`config.mk`:
```
export PLATFORM = sky130hd
export DESIGN_NAME = deit_tile_scheduler
export DESIGN_NICKNAME = d
export VERILOG_FILES = /design/src/rtl/deit_pkg.sv /design/src/rtl/deit_tile_counter.sv /design/src/rtl/deit_tile_scheduler.sv
export SDC_FILE = /design/constraint.sdc
export NUM_CORES = 1
export LEC_CHECK = 0
export CORE_UTILIZATION = 47
export DETAILED_ROUTE_END_ITERATION = 8
export PLACE_DENSITY = 0.69
export SYNTH_ARGS = -nofsm -noshare
export SYNTH_HDL_FRONTEND = slang
export SYNTH_SLANG_ARGS = --single-unit
```
`constraint.sdc`:
```
create_clock -name clk -period 2.8 [get_ports clk]
set_input_delay 0.84 -clock clk [delete_from_list [all_inputs] [get_ports clk]]
set_output_delay 0.84 -clock clk [all_outputs]
set_load 0.01 [all_outputs]
```
`src/rtl/deit_pkg.sv`:
```
// deit_pkg: scheduler FSM state type and DMA descriptor type codes.
package deit_pkg;
  typedef enum logic [3:0] {
    IDLE, CFG, WT_REQ, WT_WAIT, IN_REQ, IN_WAIT, OUT_WAIT, NEXT, DONE
  } sched_state_e;
  localparam logic DMA_TYPE_WEIGHT = 1'b0;
  localparam logic DMA_TYPE_INPUT  = 1'b1;
endpackage

```
`src/rtl/deit_tile_counter.sv`:
```
// deit_tile_counter: nested tile counter, k inner and n outer, with last-index flags.
module deit_tile_counter #(
  parameter int K_W = 8,
  parameter int N_W = 8
) (
  input  logic           clk,
  input  logic           rst_n,
  input  logic           clear,
  input  logic           step,
  input  logic [K_W-1:0] k_tiles,
  input  logic [N_W-1:0] n_tiles,
  output logic [K_W-1:0] k,
  output logic [N_W-1:0] n,
  output logic           k_last,
  output logic           n_last
);
  assign k_last = k == k_tiles - K_W'(1);
  assign n_last = n == n_tiles - N_W'(1);
  always_ff @(posedge clk or negedge rst_n)
    if (!rst_n) begin
      k <= '0;
      n <= '0;
    end else if (clear) begin
      k <= '0;
      n <= '0;
    end else if (step) begin
      k <= k_last ? '0 : k + K_W'(1);
      n <= k_last ? n + N_W'(1) : n;
    end
endmodule

```
`src/rtl/deit_tile_scheduler.sv`:
```
// deit_tile_scheduler: walks the N/K tile loops, starting the core and issuing DMA descriptors.
// Optional perf counters are built when DEIT_TILE_SCHED_PERF_EN is defined.
module deit_tile_scheduler
  import deit_pkg::*;
#(
  parameter int K_W = 8,
  parameter int N_W = 8
) (
  input  logic           clk,
  input  logic           rst_n,
  input  logic [K_W-1:0] cfg_k_tiles,
  input  logic [N_W-1:0] cfg_n_tiles,
  input  logic           sched_start,
  input  logic           sched_abort,
  output logic           sched_busy,
  output logic           sched_done,
  output logic           sched_err,
  output logic           dma_req_valid,
  input  logic           dma_req_ready,
  output logic           dma_req_type,
  output logic [K_W-1:0] dma_req_k,
  output logic [N_W-1:0] dma_req_n,
  input  logic           wt_loaded,
  input  logic           in_done,
  input  logic           out_tvalid,
  input  logic           out_tready,
  input  logic           out_tlast,
  output logic           core_start,
  output logic           core_acc_mode,
  output logic           core_out_en
`ifdef DEIT_TILE_SCHED_PERF_EN
  ,
  output logic [31:0]    perf_cycles,
  output logic [31:0]    perf_stall
`endif
);
  sched_state_e state, nxt;
  logic [K_W-1:0] k_tiles_q, k;
  logic [N_W-1:0] n_tiles_q, n;
  logic k_last, n_last, start_req, start_ok;
  assign start_req = state == IDLE && sched_start && !sched_abort;
  assign start_ok = start_req && cfg_k_tiles != '0 && cfg_n_tiles != '0;
  assign sched_busy = state != IDLE;
  assign sched_done = state == DONE;
  assign core_start = state == CFG;
  assign dma_req_valid = state == WT_REQ || state == IN_REQ;
  deit_tile_counter #(.K_W(K_W), .N_W(N_W)) u_cnt (
    .clk(clk), .rst_n(rst_n), .clear(start_ok), .step(state == NEXT),
    .k_tiles(k_tiles_q), .n_tiles(n_tiles_q),
    .k(k), .n(n), .k_last(k_last), .n_last(n_last)
  );
  always_comb begin
    nxt = state;
    case (state)
      IDLE:     nxt = start_ok ? CFG : IDLE;
      CFG:      nxt = WT_REQ;
      WT_REQ:   nxt = dma_req_ready ? WT_WAIT : WT_REQ;
      WT_WAIT:  nxt = wt_loaded ? IN_REQ : WT_WAIT;
      IN_REQ:   nxt = dma_req_ready ? IN_WAIT : IN_REQ;
      IN_WAIT:  nxt = in_done ? (core_out_en ? OUT_WAIT : NEXT) : IN_WAIT;
      OUT_WAIT: nxt = out_tvalid && out_tready && out_tlast ? NEXT : OUT_WAIT;
      NEXT:     nxt = k_last && n_last ? DONE : CFG;
      default:  nxt = IDLE;
    endcase
    if (sched_abort) nxt = IDLE;
  end
  // Descriptor fields are registered one cycle ahead of valid so they are stable for the whole request.
  always_ff @(posedge clk or negedge rst_n)
    if (!rst_n) begin
      state         <= IDLE;
      k_tiles_q     <= '0;
      n_tiles_q     <= '0;
      sched_err     <= 1'b0;
      core_acc_mode <= 1'b0;
      core_out_en   <= 1'b0;
      dma_req_type  <= DMA_TYPE_WEIGHT;
      dma_req_k     <= '0;
      dma_req_n     <= '0;
    end else begin
      state     <= nxt;
      sched_err <= start_req && !start_ok;
      if (start_ok) begin
        k_tiles_q <= cfg_k_tiles;
        n_tiles_q <= cfg_n_tiles;
      end
      if (state == CFG) begin
        core_acc_mode <= k != '0;
        core_out_en   <= k_last;
      end
      if (state == CFG || state == WT_WAIT) begin
        dma_req_type <= state == CFG ? DMA_TYPE_WEIGHT : DMA_TYPE_INPUT;
        dma_req_k    <= k;
        dma_req_n    <= state == CFG ? n : '0;
      end
    end
`ifdef DEIT_TILE_SCHED_PERF_EN
  always_ff @(posedge clk or negedge rst_n)
    if (!rst_n) begin
      perf_cycles <= '0;
      perf_stall  <= '0;
    end else if (start_ok) begin
      perf_cycles <= '0;
      perf_stall  <= '0;
    end else if (sched_busy) begin
      perf_cycles <= perf_cycles + {31'd0, perf_cycles != '1};
      perf_stall  <= perf_stall + {31'd0, dma_req_valid && !dma_req_ready && perf_stall != '1};
    end
`endif
endmodule

```
# After elaboration in Yosys (flattened, before gate mapping)
# Index checks and enable logic that the tools add are counted.
# word_totals
reg_bits	56
in_bits	26
out_inout_bits	24
wordCells	63
# op_classes
n_addsub	4
eq_ne	10
mux	18
reduce_logical	20
# op_table
operator	n
8-bit 2-to-1 mux	7
4-bit case mux with 8 select lines	1
8-bit nonzero test	3
8-bit by 1-bit adder with 8-bit output, second input constant	2
4-bit by 3-bit equality test with 1-bit output, second input constant	4
8-bit equality test	2
8-bit by 1-bit subtractor with 8-bit output, second input constant	2
4-bit by 2-bit equality test with 1-bit output, second input constant	2
1-bit logical AND	8
4-bit 2-to-1 mux	2
1-bit 2-to-1 mux	6
4-bit by 1-bit equality test with 1-bit output, second input constant	1
4-bit equality test, second input constant	1
4-bit zero test	1
2-bit nonzero test	2
4-bit nonzero test	1
3-bit 2-to-1 mux	1
1-bit zero test	2
1-bit logical OR	2
2-bit 2-to-1 mux	1
2-bit AND reduction	1

# Depth between registers and ports, before layout
# Gate-level depths: netlist (run 1).
# logic_depth
depth_word	8
ltp_mapped	9
depth_no_buf	8

# Cells and area by module
# Synthesis (run 1) repeated with hierarchy kept, for this count alone.
# hier_totals
hier_cells	294
hier_area_um2	3084.2
# by_module_without_submodules
module	instances	cells_each	area_each_um2	seq_area_each_um2
deit_tile_scheduler	1	139	1750.4	1001.0
deit_tile_counter	1	155	1333.8	400.4

# Least setup slack after synthesis (run 1)
# Ideal clock, no wire load.
# synth_timing
path_kind	input to register
startpoint	input port cfg_n_tiles[5]
endpoint	register u_cnt.k[2]
setup_time_ps	65
arrival_time_ps	2471
required_time_ps	2735
slack_ps	264
cell_stages	7
path_buffers	2
path_cell_list	or4_1 -> o2111a_1 -> buf_2 -> and2_1 -> clkbuf_1 -> a2111oi_0 -> a211o_1
# synth_via
elab_chain_len	3
word_cells_on_any_way	4
cone_classes	mux: 1; reduce/logical: 3
# synth_lines
element	line_no	source
start, declared	deit_tile_scheduler.sv:12	input logic [N_W-1:0] cfg_n_tiles,
8-bit nonzero test (*)	deit_tile_scheduler.sv:42	assign start_ok = start_req && cfg_k_tiles != '0 && cfg_n_tiles != '0;
1-bit logical AND (*)	deit_tile_scheduler.sv:42	
8-bit 2-to-1 mux or 2-bit nonzero test (tied branches)	n/a	
end signal, assigned	deit_tile_counter.sv:27	k <= k_last ? '0 : k + K_W'(1);
end, declared	deit_tile_counter.sv:12	output logic [K_W-1:0] k,
# Mark *: on every way between the ends. The rest lies on a longest branch, timed or not.
# A chain may end at the register's enable or synchronous reset.

# Final worst setup path (run 1)
# layout_timing
startpoint	register state[0]
endpoint	output port core_start
# layout_via
elab_chain_len	1
# layout_lines
element	line_no	source
start, declared	deit_tile_scheduler.sv:37	sched_state_e state, nxt;
start signal, assigned	deit_tile_scheduler.sv:80	state <= nxt;
4-bit by 1-bit equality test with 1-bit output	deit_tile_scheduler.sv:45	assign core_start = state == CFG;
end, declared	deit_tile_scheduler.sv:28	output logic core_start,
# Every way passes these cells.

==> results.txt, run 1 <==
After clock tree synthesis, the flow added hold-fix buffers numbering 0. The run gives 376 MHz as the highest attainable clock frequency. The dominant synthesized flop cell is sky130_fd_sc_hd__dfrtp_1. Setup repair after global routing left no endpoint under its margin. Global routing finished with a remaining overflow of 0. The post-placement cell area came out at 3780 um2. At the end of routability-driven placement, the weighted congestion stood at 0.897. The Yosys step of the flow raised 0 warnings.

The post-route netlist has 9.58% of its cells at a drive strength greater than 1. Synthesis produced a netlist with a net count of 383. Power spread over the standard cell area amounts to 559 nW/um2. The ratio of final minimum period to clock period was 95.1%.

Critical register-to-register path startpoint: n_tiles_q[0]. On the critical path, the stage with the largest delay is an instance of sky130_fd_sc_hd__clkdlybuf4s50_1. The tools report the final max-slew violation count as 0. The tools report the number of iterations in the first detailed-routing pass as 4. The worst hold path begins at dma_req_k[1]. Summing every instance area after synthesis gives 3140 um2. The die is 83.7 um wide.

TritonCTS built the clock tree. Yosys mapped the design onto 49 distinct sky130hd cell types. The run gives 0 as the antenna diode instance count. The count of flip-flops with a built-in enable after synthesis was 0. Traced cell by cell, the critical path runs through nor2b_1 > nand2b_1 > nor2_1 > clkdlybuf4s50_1.

For the count of buffers added by post-CTS timing repair for setup, the log shows 0. With fillers left out, the area of the finished cells amounts to 3890 um2. Entering global routing, the biggest net connects 32 pins. The via count of the first global-routing pass came out at 2601. For this run, design rule violations remaining after detail routing come to 0.

The tools report the starting utilization of the core area as 49.1%. The area growth from synthesis to layout is 24.1%. The nature of the critical path endpoint is an output port. Measured against its own limit, the worst slew margin works out to 57.3%.

In the final routed layout, each cell accounts on average for 14.7 um. The run gives 5.33 mm as the estimated wirelength of the detail-placed design. The number of setup violations in the final report was 0. At the worst endpoint, the required time is 1.96 ns.

The sum of buffers and inverters on the critical path was 1. The die is 83.7 um tall. Across all setup checks in the final design, the least slack found is 0.138 ns. Clock sink total: 56. The critical-path maximum fanout was 7; the share of flip-flops with an asynchronous set or reset was 100%. Across all layers, the routed design uses 2675 vias. STA classifies the critical path startpoint as a flip-flop. CTS built an H-tree with a depth of 2. Source of the critical timing path: state[0]. The layer flagged by global routing as most heavily used is met2. Global routing used 4.15% of the available met3 tracks. The post-route antenna net violation count came out at 0. The class of the worst hold path is flip-flop to flip-flop. The count of buffers added on input and output ports is 49.

Number of top-level design ports: 50. Synthesis produced 352 cells. The tools report the setup skew after layout as 0.00687 ns. Buffers inserted during clock tree synthesis total 5. The site row count is 29, and the area of the core region is 6390 um2. The global routing usage on met2 was 35.6%; the worst slack at placement was -0.0949 ns. The area of the die is 7000 um2.

Number of register bits inferred by synthesis: 56. Pin slew with the least headroom to its limit: 0.640 ns. The first global-routing pass estimated 12.4 mm of wire. The run gives 437 as the number of nets in the layout. For this run, the register share of the synthesized area comes to 44.7%. In this design, the stage delay of the slowest critical-path cell is 0.57 ns. The critical path is of the flip-flop to output port type. On the critical path the largest part of the delay comes from buffers and inverters.

After clock tree synthesis, the repair step resized 0 gates. The flow ran to the end, and the final reports show no timing, DRC or antenna violations. After clock tree synthesis, the clock-pin slew on the worst setup and hold paths is 0.10 ns. The number of max-cap violations is 0. Global-route usage over all layers: 22.1%. The post-route minimum period was 2.66 ns. Clock tree synthesis selected as its root buffer the cell sky130_fd_sc_hd__clkbuf_8. Global routing consumed, on the met1 layer, 29.8% of the routing resources.

The run gives 0.000445 V as the worst-case vdd ir drop. The final layout contains routed wiring with a total length of 7.13 mm. The cell leakage power is 0.00171 uW, and the average size of a mapped cell is 8.91 um2. Clock latency on the worst-skew pair, taken at its later pin, is 0.31 ns.

No sink is reached through more buffers than the 2 on the longest clock path. The first routing iteration left 178 violations. The detail-routed via count per cell was 5.53.

The logs give 0 for the number of antenna violations at the first check in global routing and 1.82 ns for the data arrival time of the critical path. The tools report the final hold violation count as 0.
==> layer usage <==
metal | wire length, um | part of all wire [%]
met5 | 0 | 0
met3 | 330 | 4.6
met4 | 125 | 1.8
met1 | 3350 | 47
met2 | 3320 | 47
==> worst reg2reg max path: stages, from the launching register on <==
cell                        delay, ns
sky130_fd_sc_hd__dfrtp_1         0.43
sky130_fd_sc_hd__or4_4           0.55
sky130_fd_sc_hd__or4b_1          0.51
sky130_fd_sc_hd__a21oi_1         0.16
sky130_fd_sc_hd__o21ai_1         0.10
sky130_fd_sc_hd__a2111oi_2       0.51
sky130_fd_sc_hd__nor4b_2         0.27
==> flip-flops by register name, indices dropped and copies added (netlist names) <==
register       count
dma_req_k          8
dma_req_n          8
k_tiles_q          8
n_tiles_q          8
u_cnt.k            8
u_cnt.n            8
state              4
core_acc_mode      1
core_out_en        1
dma_req_type       1
sched_err          1
==> area by class of cell <==
type                    count  area (um2)
fillers                   551        2490
multi-input cells         261        1590
flip-flops and latches     56        1400
repair buffers             68         641
well taps                  77        96.3
clock buffers               6        72.6
inverters                  14        52.6
clock inverters             2        35.0
==> stage by stage <==
step / hold WS (ns) / setup TNS, ns / total power (uW) / util [%] / cells
after floorplan: 0.467 / 0 / 1430 / - / 352
after global placement: 0.459 / 0 / 1650 / 59.2 / 476
after detailed placement: 0.470 / -0.131 / 1670 / 59.2 / 476
after global routing: 0.524 / 0 / 2310 / 60.9 / 484
final: 0.486 / 0 / 2180 / 60.9 / 484
after CTS: 0.493 / 0 / 2200 / 60.9 / 484
==> worst paths after layout <==
path	endpoint	cells past startpoint	slack, ns
hold / removal	dma_req_k[1]	2	0.49
setup reg to reg	state[3]	6	0.19
setup / recovery	core_start	4	0.14
min in group asynchronous	k_tiles_q[0]	1	0.55
max in group asynchronous	state[0]	2	1.68
hold reg to reg	dma_req_k[1]	2	0.49
==> Yosys cell counts, drive strengths merged, types with 3 or more instances <==
cell | instances | area [um2]
nor2 | 16 | 60.1
or3 | 5 | 31.3
nor4 | 6 | 52.6
dfrtp | 56 | 1400
a21oi | 14 | 70.1
nand2 | 75 | 282
nand3 | 16 | 80.1
and2 | 4 | 25.0
xor2 | 11 | 96.3
o31ai | 4 | 30.0
clkbuf | 18 | 67.6
a221o | 3 | 30.0
ha | 5 | 62.6
mux2 | 7 | 78.8
nor3 | 9 | 45.0
or4 | 4 | 35.0
nand4 | 4 | 25.0
xnor2 | 10 | 87.6
buf | 3 | 21.3
mux2i | 7 | 70.1
nand2b | 11 | 68.8
inv | 14 | 52.6
o21ai | 17 | 85.1
a31oi | 3 | 18.8
and3 | 3 | 18.8
a211o | 4 | 35.0
==> cells by family (layout without fill, tap and decap cells) <==
| kind of cell | after synthesis | count (layout) | share of synthesized area, % |
|---|---|---|---|
| xor gates and xnor gates | 21 | 21 | 5.87 |
| adders and majority gates | 5 | 5 | 2.00 |
| and+or+nand+nor | 163 | 163 | 25.9 |
| buffers and inverters | 35 | 90 | 4.51 |
| muxes | 14 | 14 | 4.75 |
| DFF | 56 | 56 | 44.7 |
| AOI/OAI and AO/OA | 58 | 58 | 12.3 |
==> cells in the final DEF, fill, tap and decap left out, drive strengths merged, types with 3 or more instances in the layout <==
master         count
o21ai             17
nor4               6
or3                5
ha                 5
clkbuf             6
a21oi             14
dfrtp             56
o31ai              4
a221o              3
and3               3
nand2             75
a211o              4
xnor2             10
mux2i              7
a31oi              3
nand4              4
inv               14
nand2b            11
mux2               7
clkdlybuf4s50     48
or4                4
xor2              11
nand3             16
and2               4
nor2              16
buf               20
nor3               9
==> report_power, final <==
group	internal (uW)	leakage [uW]	switching [uW]
Clock	266	0.0000552	258
Sequential	894	0.000710	99.1
Combinational	314	0.000940	344
Total	1470	0.00171	701
(Power assumes the default switching activity.)
==> inputs of run 2 (changes only) <==
Settings changed: CTS_CLUSTER_DIAMETER set to 40, SKIP_CTS_REPAIR_TIMING set to 1.
==> results of run 2 <==
The final DEF is identical to that of run 1; final timing and power are the same.
==> inputs of run 3 (changes only) <==
Settings changed: ABC_CLOCK_PERIOD_IN_PS set to 2800.
==> results of run 3 <==
The final DEF is identical to that of run 1; final timing and power are the same.
